File: src/rtl/interrupt_ack_sequencer.sv
// Z80 interrupt-acknowledge sequencer: INTACK cycle, return-PC push, optional IM2 vector
// fetch and a single PC redirect to the fetch unit.
module interrupt_ack_sequencer #(
  parameter logic [15:0] NMI_VECTOR  = 16'h0066,
  parameter logic [15:0] IM1_VECTOR  = 16'h0038,
  parameter int unsigned ACK_TIMEOUT = 8
) (
  input  logic        CLK,
  input  logic        RST,
  input  logic        intern_INT,
  input  logic        intern_NMI,
  input  logic        im_we,
  input  logic [1:0]  im_wdata,
  input  logic [7:0]  i_reg,
  input  logic [15:0] ret_pc,
  input  logic [15:0] sp_in,
  output logic        inta,
  input  logic [7:0]  ack_data,
  input  logic        ack_valid,
  output logic        mem_req,
  output logic        mem_we,
  output logic [15:0] mem_addr,
  output logic [7:0]  mem_wdata,
  input  logic [7:0]  mem_rdata,
  input  logic        mem_ack,
  output logic [15:0] sp_out,
  output logic        sp_we,
  output logic        redirect_valid,
  output logic [15:0] redirect_pc,
  output logic        busy,
  output logic [1:0]  im_mode
);

  typedef enum logic [2:0] {
    StIdle, StAck, StPushH, StPushL, StVecL, StVecH, StRedirect
  } state_e;

  state_e      state_q, state_d;
  logic [15:0] pc_q, sp_q, vaddr_q, tgt_q, sp_out_q;
  logic [7:0]  vec_q, cnt_q;
  logic [1:0]  mode_q, im_mode_q;
  logic        nmi_q, sp_we_q;
  logic        ack_expired;
  logic        vec_is_rst;
  logic [15:0] target;

  assign ack_expired = (cnt_q == 8'(ACK_TIMEOUT - 1));
  assign vec_is_rst  = (vec_q[7:6] == 2'b11) && (vec_q[2:0] == 3'b111);

  always_ff @(posedge CLK) begin
    if (RST) state_q <= StIdle;
    else     state_q <= state_d;
  end

  // Sequence datapath; mode is frozen at the push so the vector decision and target agree.
  always_ff @(posedge CLK) begin
    if (RST) begin
      pc_q      <= '0;
      sp_q      <= '0;
      vaddr_q   <= '0;
      tgt_q     <= '0;
      sp_out_q  <= '0;
      vec_q     <= '0;
      cnt_q     <= '0;
      mode_q    <= '0;
      im_mode_q <= '0;
      nmi_q     <= 1'b0;
      sp_we_q   <= 1'b0;
    end else begin
      sp_we_q <= 1'b0;
      if (im_we) im_mode_q <= (im_wdata == 2'd3) ? 2'd1 : im_wdata;
      unique case (state_q)
        StIdle: begin
          if (intern_NMI || intern_INT) begin
            pc_q  <= ret_pc;
            sp_q  <= sp_in;
            nmi_q <= intern_NMI;
            cnt_q <= '0;
          end
        end
        StAck: begin
          cnt_q <= cnt_q + 8'd1;
          if (ack_valid)        vec_q <= ack_data;
          else if (ack_expired) vec_q <= 8'hFF;
        end
        StPushL: begin
          if (mem_ack) begin
            sp_we_q  <= 1'b1;
            sp_out_q <= sp_q - 16'd2;
            mode_q   <= im_mode_q;
            vaddr_q  <= {i_reg, vec_q[7:1], 1'b0};
          end
        end
        StVecL: if (mem_ack) tgt_q[7:0] <= mem_rdata;
        StVecH: if (mem_ack) tgt_q[15:8] <= mem_rdata;
        default: ;
      endcase
    end
  end

  always_comb begin
    state_d = state_q;
    unique case (state_q)
      StIdle: begin
        if (intern_NMI)      state_d = StPushH;
        else if (intern_INT) state_d = StAck;
      end
      StAck:   if (ack_valid || ack_expired) state_d = StPushH;
      StPushH: if (mem_ack) state_d = StPushL;
      StPushL: begin
        if (mem_ack) state_d = (!nmi_q && im_mode_q == 2'd2) ? StVecL : StRedirect;
      end
      StVecL:     if (mem_ack) state_d = StVecH;
      StVecH:     if (mem_ack) state_d = StRedirect;
      StRedirect: state_d = StIdle;
      default:    state_d = StIdle;
    endcase
  end

  always_comb begin
    target = IM1_VECTOR;
    if (nmi_q)                target = NMI_VECTOR;
    else if (mode_q == 2'd2)  target = tgt_q;
    else if (mode_q == 2'd0 && vec_is_rst) target = {8'h00, 2'b00, vec_q[5:3], 3'b000};
  end

  always_comb begin
    inta           = 1'b0;
    mem_req        = 1'b0;
    mem_we         = 1'b0;
    mem_addr       = '0;
    mem_wdata      = '0;
    redirect_valid = 1'b0;
    redirect_pc    = '0;
    unique case (state_q)
      StAck: inta = 1'b1;
      StPushH: begin
        mem_req   = 1'b1;
        mem_we    = 1'b1;
        mem_addr  = sp_q - 16'd1;
        mem_wdata = pc_q[15:8];
      end
      StPushL: begin
        mem_req   = 1'b1;
        mem_we    = 1'b1;
        mem_addr  = sp_q - 16'd2;
        mem_wdata = pc_q[7:0];
      end
      StVecL: begin
        mem_req  = 1'b1;
        mem_addr = vaddr_q;
      end
      StVecH: begin
        mem_req  = 1'b1;
        mem_addr = vaddr_q + 16'd1;
      end
      StRedirect: begin
        redirect_valid = 1'b1;
        redirect_pc    = target;
      end
      default: ;
    endcase
  end

  assign busy    = (state_q != StIdle);
  assign sp_we   = sp_we_q;
  assign sp_out  = sp_out_q;
  assign im_mode = im_mode_q;

endmodule

File: config.mk
export PLATFORM = sky130hd
export DESIGN_NAME = interrupt_ack_sequencer
export DESIGN_NICKNAME = d
export VERILOG_FILES = /design/src/rtl/interrupt_ack_sequencer.sv
export SDC_FILE = /design/constraint.sdc
export NUM_CORES = 1
export LEC_CHECK = 0
export ABC_CLOCK_PERIOD_IN_PS = 2200
export CAP_MARGIN = 30
export CORE_AREA = 2 2 99 120
export CTS_BUF_LIST = sky130_fd_sc_hd__clkbuf_4
export DETAILED_ROUTE_END_ITERATION = 7
export DIE_AREA = 0 0 101 122
export HOLD_SLACK_MARGIN = 0.03
export PLACE_DENSITY_LB_ADDON = 0.1
export RECOVER_POWER = 100
export SETUP_SLACK_MARGIN = 0.02
export SLEW_MARGIN = 20
export SYNTH_ARGS = -nofsm -noshare
export SYNTH_HDL_FRONTEND = slang
export SYNTH_SLANG_ARGS = --single-unit
export TNS_END_PERCENT = 20
File: constraint.sdc
create_clock -name CLK -period 2.2 [get_ports CLK]
set_input_delay 0.33 -clock CLK [delete_from_list [all_inputs] [get_ports CLK]]
set_output_delay 0.33 -clock CLK [all_outputs]
set_load 0.01 [all_outputs]
==> out/qor.yml, run 1 <==
ant_nets: 0
fin_util_pct: 63.29
startpoint_type: "register"
ys_ff_latch: 104
cts_sinks: 104
die_area_um2: 12320
first_pass_iters: 4
rows: 43
grt_pass1_vias: 4850
worstMarginPinSlew_ps: 947.3
syn_nets: 692
seq_area_frac_synth_pct: 42.15
grt_setup_unrepaired: "yes"
die_w_um: 101
p_int_w: 0.004427
vias_per_cell: 5.260
drt_iter0_drc: 195
synthCells: 623
numCtsBuffers: 9
worstSetupPathType: "register to output pin"
grt_start_max_net_pins: 47
finalClockSkew_ps: 16.06
clockBufferDepth: 2
required_ps: 1870
coreArea_um2: 11300
fmax_mhz: 389.6
die_y_um: 122
fin_total_pwr_w: 0.007323
multi_input_area_um2: 2809
synth-edff-count: 0
crit_path_end_kind: "output pin"
p_clk_share_pct: 13.6
yosys_warnings: 0
hold_slack_ps: 371.8
p_comb_share_pct: 54.4
p_leak_nw: 2.933
clkTransAtPathRegs_ps: 160
io_buffers: 128
drive_gt1_share_pct: 23.27
antenna_found_initial: 1
synth_area_um2: 4940
pwr-share-seq_pct: 32.0
start_util_pct: 43.72
path_max_fanout: 2
grt_first_pass_wirelength_um: 23230
violations: "negative setup slack"
h-tree-depth: 3
synth-async-reset-ratio_pct: 0
switching_share_pct: 39.55
drcViolationCount: 0
synthDistinctLibCells: 59
clk_latency_ps: 460
gr-usage-all-layers_pct: 23.83
hold_violations: 0
switching_power_w: 0.002896
gp_congestion: 0.8679
synth_ff_type: "dfxtp_1"
area_growth_pct: 44.76
grt.overflow.total: 0
fin_crit_ps: 2567
design_area_um2: 7151
syn_avg_cell_area_um2: 7.929
area.sequential_um2: 2105
cp_data_arrival_time_ps: 2240
wl_per_cell_um: 15.36
cts.hold.buffers_added: 0
cts-root-buf: "clkbuf_4"
hold_class: "input pin to register"
setup_viol: 20
outcome: "finished with violations"
cap_violations: 0
io_pins: 129
powerDensity_nw_per_um2: 1024
worst_slack_ps: -366.7
placed_area_um2: 6723
slew_viol_final: 0
hpwl_um: 10470
vias: 4965
drt_wl_total_um: 14500
ir_worst_vdd_v: 0.0005367
num-fill-cells: 1028
cts_tree: "done"
finalCritPeriodShare_pct: 116.7
max_slew_margin_pct: 36.85
nets: 872
-- power groups by stage --
stage               sequential (W)  clock [W]  combinational, W
finish                     0.00235   0.000997           0.00398
floorplan                  0.00234          0           0.00197
CTS                        0.00234    0.00102           0.00394
global route               0.00238    0.00109           0.00434
detailed placement         0.00236          0           0.00366
global placement           0.00235          0           0.00364
-- cells by family after synthesis --
kind of cell / Yosys count / synth area share [%]
multiplexers: 20 / 4.078
AO/OA/AOI/OAI: 136 / 17.27
XOR/XNOR: 23 / 4.078
AND/OR/NAND/NOR: 276 / 26.11
buffers and inverters: 60 / 5.294
flip-flops: 104 / 42.15
adder cells (fa/ha/maj): 4 / 1.013
-- worst paths after layout --
path              from           end  slack (ps)  cells after the start
max           sp_q[10]  mem_addr[14]        -370                      4
min                RST         nmi_q         370                      2
max reg2reg    sp_q[1]    sp_out[13]          80                     12
min reg2reg  tgt_q[15]     tgt_q[15]         460                      2
-- synth_stat cells, types with 2 or more instances --
cell type	count	area [um^2]
nand2b_1	5	31.28
nand4_1	6	37.54
mux2i_1	19	190.2
buf_1	5	18.77
nor4_1	4	25.02
nand3b_1	2	15.01
a21oi_1	73	365.4
o221a_2	10	112.6
ha_1	4	50.05
nor2b_1	6	37.54
nor4_4	2	42.54
and3_1	4	25.02
nor4bb_1	2	20.02
or4_4	2	22.52
xnor2_1	5	43.79
xor2_1	18	157.7
and2_1	11	68.82
o311ai_0	2	17.52
nand2_1	141	529.3
buf_6	3	33.78
or4_1	7	52.55
o22ai_1	2	12.51
o21ai_0	15	75.07
inv_1	12	45.04
clkbuf_1	29	108.9
o211ai_1	3	22.52
nand3_1	12	60.06
nor2_1	55	206.5
nor3_1	7	35.03
dfxtp_1	104	2082
buf_2	8	40.04
or3_1	3	18.77
a211oi_1	13	97.59
a211o_1	2	17.52
o31ai_1	3	22.52
-- worst max-delay path, cell delays in order, from the launching register on --
cell,delay (ps)
dfxtp_2,350
or4_4,540
or4_4,490
a32o_2,280
buf_6,120
-- cell type report --
| class | instances | area share (%) |
|---|---|---|
| diodes | 1 | 0.03500 |
| clock buffers | 9 | 0.9449 |
| clock inverters | 7 | 0.9974 |
| inverters | 14 | 0.9799 |
| multi-input cells | 459 | 39.28 |
| flip-flops and latches | 104 | 29.43 |
| well taps | 135 | 2.362 |
| repair buffers | 215 | 25.97 |
-- cells in the final DEF (no fill, tap or decap), types with 4 or more instances in the layout --
cell type and count:
a211oi_1 12, a21oi_1 73, and2_1 11, and3_1 4, buf_2 19, buf_4 58
buf_6 13, clkbuf_1 7, clkbuf_2 8, clkbuf_4 10, clkdlybuf4s15_2 4, clkdlybuf4s50_1 63
dfxtp_1 92, dfxtp_2 9, dlygate4sd2_1 16, dlygate4sd3_1 19, inv_1 8, mux2i_1 19
nand2_1 140, nand2b_1 4, nand3_1 8, nand4_1 6, nor2_1 53, nor2b_1 4
nor3_1 6, o21ai_0 4, o21ai_1 9, o21ai_2 4, o221a_2 10, or4_4 6
xnor2_1 5, xor2_1 15
-- layer usage --
layer,wire (um),part of all wire (%),track usage (%)
met5,0,0,0
met4,300,2.1,9.628
met3,583,4.0,2.697
met2,7392,51,42.13
met1,6220,43,29.31
-- sequential cells by signal, indices dropped and copies added (netlist names), 3 cells and up --
signal / flops
vec_q: 8
cnt_q: 8
sp_out: 16
pc_q: 16
state_q: 3
tgt_q: 16
sp_q: 16
vaddr_q: 15
-- through the flow --
stage	TNS, ps	instances	worst slack, ps
after floorplan	-2.368	623	-2.368
after global placement	-1508	907	-212.5
after detailed placement	-1693	907	-239.8
after CTS	-3127	934	-386.0
after global routing	-6638	944	-414.6
final	-2877	944	-366.7
-- timing repair --
action	CTS	global route
endpoints found under the setup margin	45	30
resized for setup	187	30
setup buffers	10	9
cloned	1	0
pin swaps	25	16
Power figures use the tool's default switching activity.
==> run 2: changes to the inputs <==
--- a/config.mk
+++ b/config.mk
@@ -11,9 +11,8 @@
 export CTS_BUF_LIST = sky130_fd_sc_hd__clkbuf_4
 export DETAILED_ROUTE_END_ITERATION = 7
 export DIE_AREA = 0 0 101 122
-export HOLD_SLACK_MARGIN = 0.03
 export PLACE_DENSITY_LB_ADDON = 0.1
-export RECOVER_POWER = 100
+export RECOVER_POWER = 50
 export SETUP_SLACK_MARGIN = 0.02
 export SLEW_MARGIN = 20
 export SYNTH_ARGS = -nofsm -noshare
==> out/qor.yml, run 2 (synthesis results as in run 1) <==
path_max_fanout: 2
setup_viol: 19
antenna_found_initial: 1
cts_sinks: 104
hold_path_depth: 2
first_pass_iters: 4
fmax_mhz: 389.5
vias_per_cell: 5.254
mostFrequentLayoutCells: "nand2_1, dfxtp_1, a21oi_1, clkdlybuf4s50_1, buf_4"
die_y_um: 122
drt_iter0_drc: 194
outcome: "finished with violations"
nets: 872
start_util_pct: 43.72
finalClockSkew_ps: 16.74
die_w_um: 101
hold_slack_ps: 376.6
io_buffers: 128
cts-root-buf: "clkbuf_4"
grt.overflow.total: 0
cp_data_arrival_time_ps: 2240
startpoint_type: "register"
final_common_cell: "nand2_1"
r2r_setup_slack_ps: 80
finalCritPeriodShare_pct: 116.7
hold_violations: 0
numCtsBuffers: 9
area_growth_pct: 45.49
slew_viol_final: 0
cap_violations: 0
die_area_um2: 12320
hpwl_um: 10470
h-tree-depth: 3
clkTransAtPathRegs_ps: 160
grt_first_pass_wirelength_um: 23230
required_ps: 1870
gr-usage-all-layers_pct: 23.83
hold_class: "input pin to register"
cts_tree: "done"
drive_gt1_share_pct: 23.64
cts.hold.buffers_added: 0
max_slew_margin_pct: 37.35
drcViolationCount: 0
grt_setup_unrepaired: "yes"
num-fill-cells: 1024
gp_congestion: 0.8679
worstMarginPinSlew_ps: 939.7
rows: 43
drt_wl_total_um: 14460
powerDensity_nw_per_um2: 1024
p_leak_nw: 2.949
clockBufferDepth: 2
fin_crit_ps: 2567
placed_area_um2: 6723
crit_path_end_kind: "output pin"
grt_pass1_vias: 4850
wl_per_cell_um: 15.32
io_pins: 129
worstSetupPathType: "register to output pin"
coreArea_um2: 11300
violations: "negative setup slack"
design_area_um2: 7187
ff2ff_path_depth: 12
clk_latency_ps: 470
ant_nets: 0
grt_start_max_net_pins: 47
vias: 4960
ir_worst_vdd_v: 0.0005351
worst_slack_ps: -367.3
## run 2: worst paths after layout
check             from            to
max           sp_q[10]  mem_addr[14]
min                RST         nmi_q
max reg2reg    sp_q[1]    sp_out[13]
min reg2reg  tgt_q[15]     tgt_q[15]
## run 2: layout make-up
class	count	area, um^2	share of cell area, %
Antenna cell	1	2.502	0.03482
Clock buffer	9	67.56	0.9401
Clock inverter	7	71.32	0.9923
Inverter	14	70.07	0.9749
Multi-Input combinational cell	459	2816	39.19
Sequential cell	104	2105	29.28
Tap cell	135	168.9	2.350
Timing Repair Buffer	215	1886	26.24
## run 2: metrics by stage
stage / worst slack (ps) / TNS (ps) / total power (W) / utilization (%) / instances
after CTS: -386.0 / -3127 / 0.007307 / 62.86 / 934
final: -367.3 / -2377 / 0.007359 / 63.61 / 944
after detailed placement: -239.8 / -1693 / 0.006021 / 59.50 / 907
after floorplan: -2.368 / -2.368 / 0.004316 / - / 623
after global placement: -212.5 / -1508 / 0.005985 / 59.50 / 907
after global routing: -414.6 / -5688 / 0.007840 / 63.61 / 944
## run 2: routing by layer
layer | wire length, um | track usage (%) | vias to the layer above
met1 | 6289 | 29.31 | 2323
li1 | - | - | 2501
met2 | 7345 | 42.13 | 113
met3 | 529 | 2.697 | 23
met5 | 0 | 0 | -
met4 | 300 | 9.628 | 0
## run 2: power breakdown
| group | switching (W) | internal [W] |
|---|---|---|
| Sequential | 0.000188 | 0.00216 |
| Combinational | 0.00207 | 0.00195 |
| Clock | 0.000648 | 0.000347 |
| Total | 0.00291 | 0.00445 |
## run 2: what timing repair did
item,CTS,global route
buffers inserted,10,9
cloned,1,0
gates resized for setup,187,30
pin swaps,25,16
endpoints found under the setup margin,45,30
## run 2: critical path, cell delays in order, from the launching register on
cell,delay (ps)
dfxtp_2,350
or4_4,540
or4_4,490
a32o_2,280
buf_6,120
